File: config.mk
export PLATFORM = sky130hd
export DESIGN_NAME = cdc_edge_event
export DESIGN_NICKNAME = d
export VERILOG_FILES = /design/src/rtl/cdc_pkg.sv /design/src/rtl/cdc_glitch_filter.sv /design/src/rtl/cdc_edge_event.sv
export SDC_FILE = /design/constraint.sdc
export NUM_CORES = 1
export LEC_CHECK = 0
export CAP_MARGIN = 10
export CORE_MARGIN = 1.5
export CORE_UTILIZATION = 54
export DETAILED_ROUTE_END_ITERATION = 10
export PLACE_DENSITY = 0.88
export SLEW_MARGIN = 20
export SYNTH_ARGS = -nofsm -noshare
export SYNTH_HDL_FRONTEND = slang
export SYNTH_SLANG_ARGS = --single-unit
File: constraint.sdc
create_clock -name i_clk -period 3.6 [get_ports i_clk]
set_clock_uncertainty 0.15 [all_clocks]
set_input_delay 0.72 -clock i_clk [delete_from_list [all_inputs] [get_ports i_clk]]
set_output_delay 0.72 -clock i_clk [all_outputs]
set_load 0.005 [all_outputs]
File: src/rtl/cdc_pkg.sv
`default_nettype none
// ============================================================================
// Module   : cdc_pkg
// Purpose  : Shared filter-FSM encodings and a constant clog2 for sizing.
// Revision : 1.0
// ============================================================================
package cdc_pkg;

    localparam logic [1:0] S_LOW      = 2'd0;
    localparam logic [1:0] S_RISE_CHK = 2'd1;
    localparam logic [1:0] S_HIGH     = 2'd2;
    localparam logic [1:0] S_FALL_CHK = 2'd3;

    function automatic int clog2(input int value);
        int r;
        r = 0;
        for (int i = 0; i < 31; i++) begin
            if ((1 << i) < value) begin
                r = i + 1;
            end
        end
        return r;
    endfunction

endpackage
`default_nettype wire

File: src/rtl/cdc_glitch_filter.sv
`default_nettype none
// ============================================================================
// Module   : cdc_glitch_filter
// Purpose  : Four-state qualifier; level changes only after FILT_LEN equal samples.
// Revision : 1.0
// ============================================================================
module cdc_glitch_filter
    import cdc_pkg::*;
#(
    parameter int FILT_LEN = 4
) (
    input  logic i_clk,
    input  logic i_rst,
    input  logic i_sample,
    output logic o_level,
    output logic o_rise,
    output logic o_fall,
    output logic o_glitch
);

    localparam int             CW       = (clog2(FILT_LEN) < 1) ? 1 : clog2(FILT_LEN);
    localparam logic [CW-1:0]  c_last   = CW'(FILT_LEN - 1);
    localparam logic [CW-1:0]  c_one    = CW'(1);
    localparam bit             c_direct = (FILT_LEN == 1);

    logic [1:0]    r_state;
    logic [CW-1:0] r_cnt;
    logic          r_level;
    logic          r_rise;
    logic          r_fall;
    logic          r_glitch;

    always_ff @(posedge i_clk) begin
        if (i_rst) begin
            r_state  <= S_LOW;
            r_cnt    <= '0;
            r_level  <= 1'b0;
            r_rise   <= 1'b0;
            r_fall   <= 1'b0;
            r_glitch <= 1'b0;
        end else begin
            r_rise   <= 1'b0;
            r_fall   <= 1'b0;
            r_glitch <= 1'b0;
            case (r_state)
                S_LOW: begin
                    if (i_sample) begin
                        if (c_direct) begin
                            r_state <= S_HIGH;
                            r_level <= 1'b1;
                            r_rise  <= 1'b1;
                        end else begin
                            r_state <= S_RISE_CHK;
                            r_cnt   <= c_one;
                        end
                    end
                end
                S_RISE_CHK: begin
                    if (!i_sample) begin
                        r_state  <= S_LOW;
                        r_glitch <= 1'b1;
                    end else if (r_cnt == c_last) begin
                        r_state <= S_HIGH;
                        r_level <= 1'b1;
                        r_rise  <= 1'b1;
                    end else begin
                        r_cnt <= r_cnt + c_one;
                    end
                end
                S_HIGH: begin
                    if (!i_sample) begin
                        if (c_direct) begin
                            r_state <= S_LOW;
                            r_level <= 1'b0;
                            r_fall  <= 1'b1;
                        end else begin
                            r_state <= S_FALL_CHK;
                            r_cnt   <= c_one;
                        end
                    end
                end
                default: begin
                    if (i_sample) begin
                        r_state  <= S_HIGH;
                        r_glitch <= 1'b1;
                    end else if (r_cnt == c_last) begin
                        r_state <= S_LOW;
                        r_level <= 1'b0;
                        r_fall  <= 1'b1;
                    end else begin
                        r_cnt <= r_cnt + c_one;
                    end
                end
            endcase
        end
    end

    assign o_level  = r_level;
    assign o_rise   = r_rise;
    assign o_fall   = r_fall;
    assign o_glitch = r_glitch;

endmodule
`default_nettype wire

File: src/rtl/cdc_edge_event.sv
`default_nettype none
// ============================================================================
// Module   : cdc_edge_event
// Purpose  : Glitch-filtered edge detector with a rise-event queue and counters.
//            CDC_EDGE_SYNC_EN adds a two-flop synchronizer ahead of the filter.
// Revision : 1.0
// ============================================================================
module cdc_edge_event
    import cdc_pkg::*;
#(
    parameter int FILT_LEN = 4,
    parameter int PEND_W   = 3,
    parameter int CNT_W    = 16
) (
    input  logic              i_clk,
    input  logic              i_rst,
    input  logic              i_level,
    input  logic              i_clr,
    input  logic              i_evt_ready,
    output logic              o_level,
    output logic              o_rise,
    output logic              o_fall,
    output logic              o_glitch,
    output logic              o_evt_valid,
    output logic [PEND_W-1:0] o_pend,
    output logic [CNT_W-1:0]  o_evt_cnt,
    output logic              o_ovf
);

    localparam logic [PEND_W-1:0] c_pend_max = '1;
    localparam logic [PEND_W-1:0] c_pend_one = PEND_W'(1);
    localparam logic [CNT_W-1:0]  c_cnt_max  = '1;
    localparam logic [CNT_W-1:0]  c_cnt_one  = CNT_W'(1);

    logic w_sample;

`ifdef CDC_EDGE_SYNC_EN
    logic [1:0] r_sync;

    always_ff @(posedge i_clk) begin
        if (i_rst) begin
            r_sync <= '0;
        end else begin
            r_sync <= {r_sync[0], i_level};
        end
    end

    assign w_sample = r_sync[1];
`else
    assign w_sample = i_level;
`endif

    cdc_glitch_filter #(
        .FILT_LEN (FILT_LEN)
    ) u_filter (
        .i_clk    (i_clk),
        .i_rst    (i_rst),
        .i_sample (w_sample),
        .o_level  (o_level),
        .o_rise   (o_rise),
        .o_fall   (o_fall),
        .o_glitch (o_glitch)
    );

    logic              w_inc;
    logic              w_acc;
    logic [PEND_W-1:0] r_pend;
    logic              r_evt_valid;
    logic [CNT_W-1:0]  r_evt_cnt;
    logic              r_ovf;

    assign w_inc = o_rise;
    assign w_acc = r_evt_valid & i_evt_ready;

    // Valid tracks pend != 0 by construction, so it is updated alongside pend.
    always_ff @(posedge i_clk) begin
        if (i_rst || i_clr) begin
            r_pend      <= '0;
            r_evt_valid <= 1'b0;
            r_evt_cnt   <= '0;
            r_ovf       <= 1'b0;
        end else begin
            if (w_inc && !w_acc) begin
                if (r_pend == c_pend_max) begin
                    r_ovf <= 1'b1;
                end else begin
                    r_pend      <= r_pend + c_pend_one;
                    r_evt_valid <= 1'b1;
                end
            end else if (w_acc && !w_inc) begin
                r_pend      <= r_pend - c_pend_one;
                r_evt_valid <= (r_pend != c_pend_one);
            end
            if (w_inc && (r_evt_cnt != c_cnt_max)) begin
                r_evt_cnt <= r_evt_cnt + c_cnt_one;
            end
        end
    end

    assign o_pend      = r_pend;
    assign o_evt_valid = r_evt_valid;
    assign o_evt_cnt   = r_evt_cnt;
    assign o_ovf       = r_ovf;

endmodule
`default_nettype wire

# Word level (Yosys, flattened, before mapping)
# Index checks and enable logic that the tools add are counted.
[classes]
n_addsub = 4
n_eq_ne = 13
mux = 27
bitwise_logic = 4
reduce_logical = 17
[ops]
columns = ["cell", "n"]
rows = [
  ["$mux W2", 10],
  ["$add A16 B1 Y16 const B", 1],
  ["$ne A16 B16 Y1 const B", 1],
  ["$pmux W2 S3", 2],
  ["$reduce_and A4 Y1", 3],
  ["$mux W1", 10],
  ["$mux W3", 3],
  ["$ne A2 B2 Y1 const B", 4],
  ["$ne A3 B1 Y1 const B", 2],
  ["$reduce_or A5 Y1", 1],
  ["$eq A2 B2 Y1 const B", 2],
  ["$pmux W1 S2", 2],
  ["$reduce_and A2 Y1", 2],
  ["$reduce_bool A4 Y1", 1],
  ["$add A3 B1 Y3 const B", 1],
  ["$eq A3 B3 Y1 const B", 1],
  ["$logic_and A1 B1 Y1", 3],
  ["$ne A3 B2 Y1 const B", 1],
  ["$not A1 Y1", 3],
  ["$reduce_or A3 Y1", 1],
  ["$sub A3 B1 Y3 const B", 1],
  ["$add A2 B1 Y2 const B", 1],
  ["$eq A2 B1 Y1 const B", 1],
  ["$logic_not A1 Y1", 2],
  ["6 further kinds", 6],
]
[totals]
register_bits = 29
input_bits = 5
out_inout_bits = 25
wordCells = 75

# Depth between registers and ports, before layout
# Gate-level depths: netlist (run 1).
[depth]
ltp_word = 5
mapped_depth = 6
depth_no_buf = 6

# Cells and area by module
# Synthesis (run 1) repeated with hierarchy kept, for this count alone.
[hier_totals]
hier_cells = 184
hier_area_um2 = 1626.6
[modules_own_cells]
columns = ["module", "instances", "cells_each", "area_per_inst_um2", "seq_area_each_um2"]
rows = [
  ["cdc_edge_event", 1, 129, 1124.8, 420.4],
  ["cdc_glitch_filter", 1, 55, 501.7, 160.2],
]

# Worst setup path after synthesis (run 1)
# No wires, ideal clock.
[synth_path]
kind = "input port to flip-flop"
from = "input i_rst"
to = "register r_pend[1], in the netlist o_pend[1]"
setup_time_ns = 0.086
t_arrival_ns = 1.442
t_required_ns = 3.364
slack_ns = 1.922
stages = 4
path_buffers = 2
cell_sequence = "or2_2 -> buf_4 -> buf_4 -> a211oi_1"
[synth_between]
elab_chain_len = 1
[synth_rtl]
columns = ["item", "line", "rtl"]
rows = [
  ["start, declared", "cdc_edge_event.sv:16", "input logic i_rst,"],
  ["$logic_or A1 B1 Y1", "cdc_edge_event.sv:77", "if (i_rst || i_clr) begin"],
  ["end signal, assigned", "cdc_edge_event.sv:87", "r_pend <= r_pend + c_pend_one;"],
  ["end signal, assigned", "cdc_edge_event.sv:91", "r_pend <= r_pend - c_pend_one;"],
  ["end, declared", "cdc_edge_event.sv:67", "logic [PEND_W-1:0] r_pend;"],
]
# Every way passes these cells.
# A chain may end at the register's enable or synchronous reset.

# Final worst setup path (run 1)
[layout_path]
from = "register u_filter.r_rise, in the netlist u_filter.o_rise"
to = "output o_rise"
[layout_lines]
columns = ["item", "line", "rtl"]
rows = [
  ["start, declared", "cdc_glitch_filter.sv:29", "logic r_rise;"],
  ["start signal, assigned", "cdc_glitch_filter.sv:38", "r_rise <= 1'b0;"],
  ["start signal, assigned", "cdc_glitch_filter.sv:42", "r_rise <= 1'b0;"],
  ["start signal, assigned", "cdc_glitch_filter.sv:51", "r_rise <= 1'b1;"],
  ["end, declared", "cdc_edge_event.sv:21", "output logic o_rise,"],
]
# No word-level cell between the ends.

==> results of run 1 <==
==> cells by family after synthesis <==
| family | share of synthesized area [%] |
|---|---|
| AO/OA/AOI/OAI | 18.1 |
| XOR/XNOR | 1.82 |
| adder cells (fa/ha/maj) | 5.21 |
| buffers and inverters | 3.21 |
| flip-flops | 40.3 |
| multiplexers | 2.09 |
| AND/OR/NAND/NOR | 29.3 |
==> sequential cells by signal, indices dropped and copies added, names as in the netlist, named ones only <==
register           count
u_filter.o_fall        1
u_filter.r_state       1
o_evt_valid            1
o_evt_cnt             16
u_filter.o_level       1
o_pend                 3
u_filter.r_cnt         2
u_filter.o_rise        1
o_ovf                  1
u_filter.o_glitch      1
==> power groups by stage <==
stage	clock network (mW)	logic, mW	registers [mW]
final	0.179	0.0243	0.326
after global routing	0.201	0.0271	0.327
after CTS	0.183	0.0245	0.326
after detailed placement	0	0.0240	0.334
after global placement	0	0.0232	0.333
after floorplan	0	0.0139	0.333
==> worst min-delay path, cell delays in order (launching register included) <==
cell and delay [ps]:
dfxtp_1 330, a31oi_1 50, nor2_1 70
==> worst paths after layout <==
kind / startpoint / endpoint / slack (ps)
setup reg to reg: o_evt_cnt[6] / o_evt_cnt[15] / 1600
hold / removal: o_ovf / o_ovf / 320
setup / recovery: u_filter.o_rise / o_rise / 1240
hold reg to reg: o_ovf / o_ovf / 320
==> synthesized netlist by cell type (2+ instances only) <==
cell,count
o21ai_0,6
ha_1,6
or4_1,2
inv_1,5
xnor2_1,2
clkbuf_1,2
a31oi_1,6
o31ai_1,2
nand4_1,6
nor2_1,17
nand2_1,15
a211oi_1,4
nor4b_1,3
a311oi_1,3
and3b_1,2
or3_1,6
buf_4,2
dfxtp_1,29
a21oi_1,14
nand3_1,6
mux2i_1,3
nor3_1,4
==> cell type report <==
cell class / count / area (um^2) / share of cell area (%)
Sequential cell: 29 / 581 / 32.4
Inverter: 5 / 18.8 / 1.05
Tap cell: 30 / 37.5 / 2.10
Multi-Input combinational cell: 128 / 813 / 45.5
Clock buffer: 8 / 48.8 / 2.73
Timing Repair Buffer: 29 / 290 / 16.2
==> cell usage in the layout, fill, tap and decap left out, drive strengths merged, types with 2 or more instances in the layout <==
cell type / instances
or4: 2
nor2: 17
ha: 6
nand2: 16
nand3: 6
clkdlybuf4s50: 29
nor4: 2
dfxtp: 29
clkbuf: 8
nor4b: 3
a31oi: 6
inv: 5
xnor2: 2
and2: 2
o31ai: 2
a21oi: 14
nand4: 6
a311oi: 3
nor3: 5
o21ai: 6
and3b: 2
or3: 7
mux2i: 3
a211oi: 4
==> layer usage <==
layer  vias up  track usage [%]  part of all wire [%]
li1        698                -                     -
met5         -                0                     0
met2        45             42.5                    50
met3         8             8.47                   4.5
met4         0             10.8                   1.4
met1       658             30.7                    44
==> per-stage QoR <==
stage / area (um^2) / hold slack [ps] / cells
6_report: 1790 / 324 / 229
2_1_floorplan: 1440 / 295 / 167
5_1_grt: 1790 / 341 / 229
4_1_cts: 1790 / 328 / 229
3_3_place_gp: 1740 / 309 / 221
3_5_place_dp: 1740 / 309 / 221
==> impl_metrics.env, run 1 <==
export IMPL_vias_per_cell=6.15
export IMPL_required_ps=2730
export IMPL_synth_top_cells_by_area="dfxtp_1 40%, ha_1 5.2%, a21oi_1 4.9%"
export IMPL_ys_seq_elements=29
export IMPL_n_fill_cell=192
export IMPL_dieArea_um2=2990
export IMPL_syn_area_um2=1440
export IMPL_syn_to_final_growth_pct=24.2
export IMPL_path_class="reg -> out"
export IMPL_cts_hold_buf=0
export IMPL_hold_viol=0
export IMPL_cpPeakStageDelay_ps=590
export IMPL_clkPwrFrac_pct=33.9
export IMPL_yosysWarnings=0
export IMPL_start_util_pct=57.6
export IMPL_fin_setup_tns_ps=0
export IMPL_layout_setup_ws_ps=1240
export IMPL_remaining_drc_errors=0
export IMPL_dpl_worst_slack_ps=1190
export IMPL_sw_frac_of_total_pct=22.1
export IMPL_cts_tree="built"
export IMPL_fin_crit_ps=2360
export IMPL_wire_per_inst_um=14.5
export IMPL_grt_pass1_vias=1302
export IMPL_synth_top_area_cell="dfxtp_1"
export IMPL_worst_path_buf_inv=1
export IMPL_cts_setup_buffers=0
export IMPL_seqPwrFrac_pct=61.5
export IMPL_period_share_pct=65.5
export IMPL_power_switching_mw=0.117
export IMPL_htree_levels=2
export IMPL_start_kind="register"
export IMPL_synthFlopType="dfxtp_1"
export IMPL_fmax_mhz=424
export IMPL_grtUsageTotal_pct=25.9
export IMPL_clk_pin_slew_ps=80
export IMPL_cts_sinks=29
export IMPL_die_x_um=54.6
export IMPL_yosysSeqAreaShare_pct=40.3
export IMPL_n_antenna_cell=0
export IMPL_crit_family="flip-flops"
export IMPL_cts_buffer_depth=2
export IMPL_synth_cell_type_count=44
export IMPL_chipHeight_um=54.6
export IMPL_drive_above_1_share_pct=7.04
export IMPL_drt_iter0_drc=35
export IMPL_fp_row_count=18
export IMPL_cellInternalPower_mw=0.413
export IMPL_powerDensity_nw_per_um2=296
export IMPL_ant_nets=0
export IMPL_critPathArrivalTime_ps=1490
export IMPL_synth_edf_count=0
export IMPL_power_total_mw=0.530
export IMPL_gr_total_overflow=0
export IMPL_tightest_slew_ps=488
export IMPL_slew_headroom_pct=67.2
export IMPL_place_congestion=0.804
export IMPL_synth_top_area_share_pct=40.3
export IMPL_syn_inst=167
export IMPL_drv_cap=0
export IMPL_synth_area_per_cell_um2=8.62
export IMPL_synth_fp_nets=178
export IMPL_crit_path_end_kind="output pin"
export IMPL_grt_pass1_wl_mm=5.53
export IMPL_vias=1409
export IMPL_whs_path_depth=2
export IMPL_port_buffers=29
export IMPL_drt_pass1_iterations=4
export IMPL_rsz0062_at_grt="no"
export IMPL_rr_worst_depth=4
export IMPL_worstSetupPathDepth=1
export IMPL_min_path_type="reg -> reg"
export IMPL_cts_root_buf="clkbuf_4"
export IMPL_finalNetCount=209
export IMPL_path_cells="clkdlybuf4s50_1"
export IMPL_leakage_nw=0.613
export IMPL_cp_max_fo=13
export IMPL_setup_viol=0
export IMPL_peakVddDrop_v=0.000255
export IMPL_crit_slowest_cell="dfxtp_1"
export IMPL_combPwrFrac_pct=4.6
export IMPL_core_um2=2500
export IMPL_ioPinCount=30
export IMPL_final_util_pct=71.6
export IMPL_status="finished, final reports clean"
export IMPL_dp_hpwl_mm=2.42
export IMPL_clk_latency_ps=320
export IMPL_grt_max_degree=20
export IMPL_antenna_found_initial=0
export IMPL_routed_wl_mm=3.32
export IMPL_cts_resized_gates=0
export IMPL_slew_violations=0
export IMPL_numCtsBuffers=5
export IMPL_synthArstFlopShare_pct=0
Power figures use the tool's default switching activity.
==> run 2: changes to the inputs <==
Settings changed: CORE_UTILIZATION 54 to 50, PLACE_DENSITY 0.88 to 0.82.
Clock period 3.6 ns to 2.26 ns, I/O delays scaled along.
==> impl_metrics.env, run 2 (synthesis gave the netlist of run 1 again) <==
export IMPL_port_buffers=29
export IMPL_routed_wl_mm=3.21
export IMPL_crit_path_end_kind="register"
export IMPL_status="finished, final reports clean"
export IMPL_grt_max_degree=20
export IMPL_remaining_drc_errors=0
export IMPL_ant_nets=0
export IMPL_clkPwrFrac_pct=48.6
export IMPL_cts_root_buf="clkbuf_4"
export IMPL_ioPinCount=30
export IMPL_combPwrFrac_pct=3.7
export IMPL_final_cell_mix="29 x dfxtp_1, 29 x clkdlybuf4s50_1, 17 x nor2_1"
export IMPL_sw_frac_of_total_pct=19.4
export IMPL_leakage_nw=0.651
export IMPL_htree_levels=2
export IMPL_layout_setup_ws_ps=263
export IMPL_core_um2=2730
export IMPL_cts_buffer_depth=2
export IMPL_vias=1393
export IMPL_cp_max_fo=6
export IMPL_rr_worst_depth=5
export IMPL_chipHeight_um=56.7
export IMPL_slew_violations=0
export IMPL_regArea_um2=581
export IMPL_slew_headroom_pct=66.1
export IMPL_whs_path_depth=2
export IMPL_cellInternalPower_mw=0.878
export IMPL_place_inst=224
export IMPL_cts_resized_gates=0
export IMPL_clk_pin_slew_ps=90
export IMPL_start_util_pct=52.7
export IMPL_clk_latency_ps=330
export IMPL_antenna_found_initial=0
export IMPL_rsz0062_at_grt="no"
export IMPL_final_cell_count_no_fill=232
export IMPL_path_class="reg -> reg"
export IMPL_die_x_um=56.7
export IMPL_seqPwrFrac_pct=47.7
export IMPL_dpl_worst_slack_ps=301
export IMPL_multi_input_area_um2=813
export IMPL_syn_to_final_growth_pct=29.1
export IMPL_dp_hpwl_mm=2.38
export IMPL_vias_per_cell=6.00
export IMPL_gr_total_overflow=0
export IMPL_n_antenna_cell=0
export IMPL_cts_tree="built"
export IMPL_period_share_pct=88.3
export IMPL_n_fill_cell=212
export IMPL_place_congestion=0.803
export IMPL_required_ps=2320
export IMPL_drt_iter0_drc=25
export IMPL_largest_register_ffs=16
export IMPL_cts_hold_buf=0
export IMPL_grt_pass1_vias=1306
export IMPL_critPathArrivalTime_ps=2050
export IMPL_dieArea_um2=3210
export IMPL_grtUsageTotal_pct=21.1
export IMPL_powerDensity_nw_per_um2=586
export IMPL_grt_pass1_wl_mm=5.33
export IMPL_final_util_pct=68.0
export IMPL_fp_row_count=19
export IMPL_finalNetCount=211
export IMPL_hold_viol=0
export IMPL_power_switching_mw=0.211
export IMPL_wire_per_inst_um=13.8
export IMPL_peakVddDrop_v=0.000503
export IMPL_tightest_slew_ps=504
export IMPL_setup_viol=0
export IMPL_fmax_mhz=501
export IMPL_numCtsBuffers=5
export IMPL_fin_crit_ps=2000
export IMPL_start_kind="register"
export IMPL_fin_setup_tns_ps=0
export IMPL_cts_setup_buffers=0
export IMPL_min_path_type="reg -> reg"
export IMPL_drive_above_1_share_pct=9.45
export IMPL_drt_pass1_iterations=5
export IMPL_drv_cap=0
export IMPL_cts_sinks=29
export IMPL_power_total_mw=1.09
run 2: cell types whose count changed in the layout (fill, tap and decap cells not counted), sizes merged:
cell	change
bufinv	+2
clkbuf	-3
buf	+2
clkinv	+1
run 2: critical path: stages, from the launching register on:
cell     delay [ps]
dfxtp_1         420
ha_1            230
nand4_1         250
nor4_2          570
or3_1           190
a21oi_1          70
run 2: final cells by class:
cell class	count	area share, %
Timing Repair Buffer	31	16.4
Sequential cell	29	31.2
Clock buffer	5	2.02
Clock inverter	3	3.50
Inverter	5	1.01
Tap cell	31	2.09
Multi-Input combinational cell	128	43.7
run 2: power groups by stage:
stage	Combinational, mW	Clock [mW]	Sequential [mW]
floorplan	0.0221	0	0.531
global placement	0.0385	0	0.531
detailed placement	0.0400	0	0.531
CTS	0.0401	0.537	0.519
global route	0.0445	0.555	0.520
finish	0.0398	0.530	0.519
run 2: through the flow:
stage | instance area, um^2 | hold WS, ps
after global routing | 1860 | 382
after floorplan | 1440 | 295
after global placement | 1760 | 308
after CTS | 1860 | 342
after detailed placement | 1760 | 320
final | 1860 | 335
run 2: worst paths after layout:
kind | startpoint | to | slack [ps]
min | o_ovf | o_ovf | 330
max reg2reg | o_evt_cnt[0] | o_evt_cnt[0] | 260
max | o_evt_cnt[0] | o_evt_cnt[0] | 260
min reg2reg | o_ovf | o_ovf | 330
run 2: per-layer routing:
layer | share of wire (%) | global-route usage, %
met1 | 42 | 22.8
met2 | 53 | 38.2
met3 | 4.3 | 5.53
met4 | 1.1 | 9.18
met5 | 0 | 0
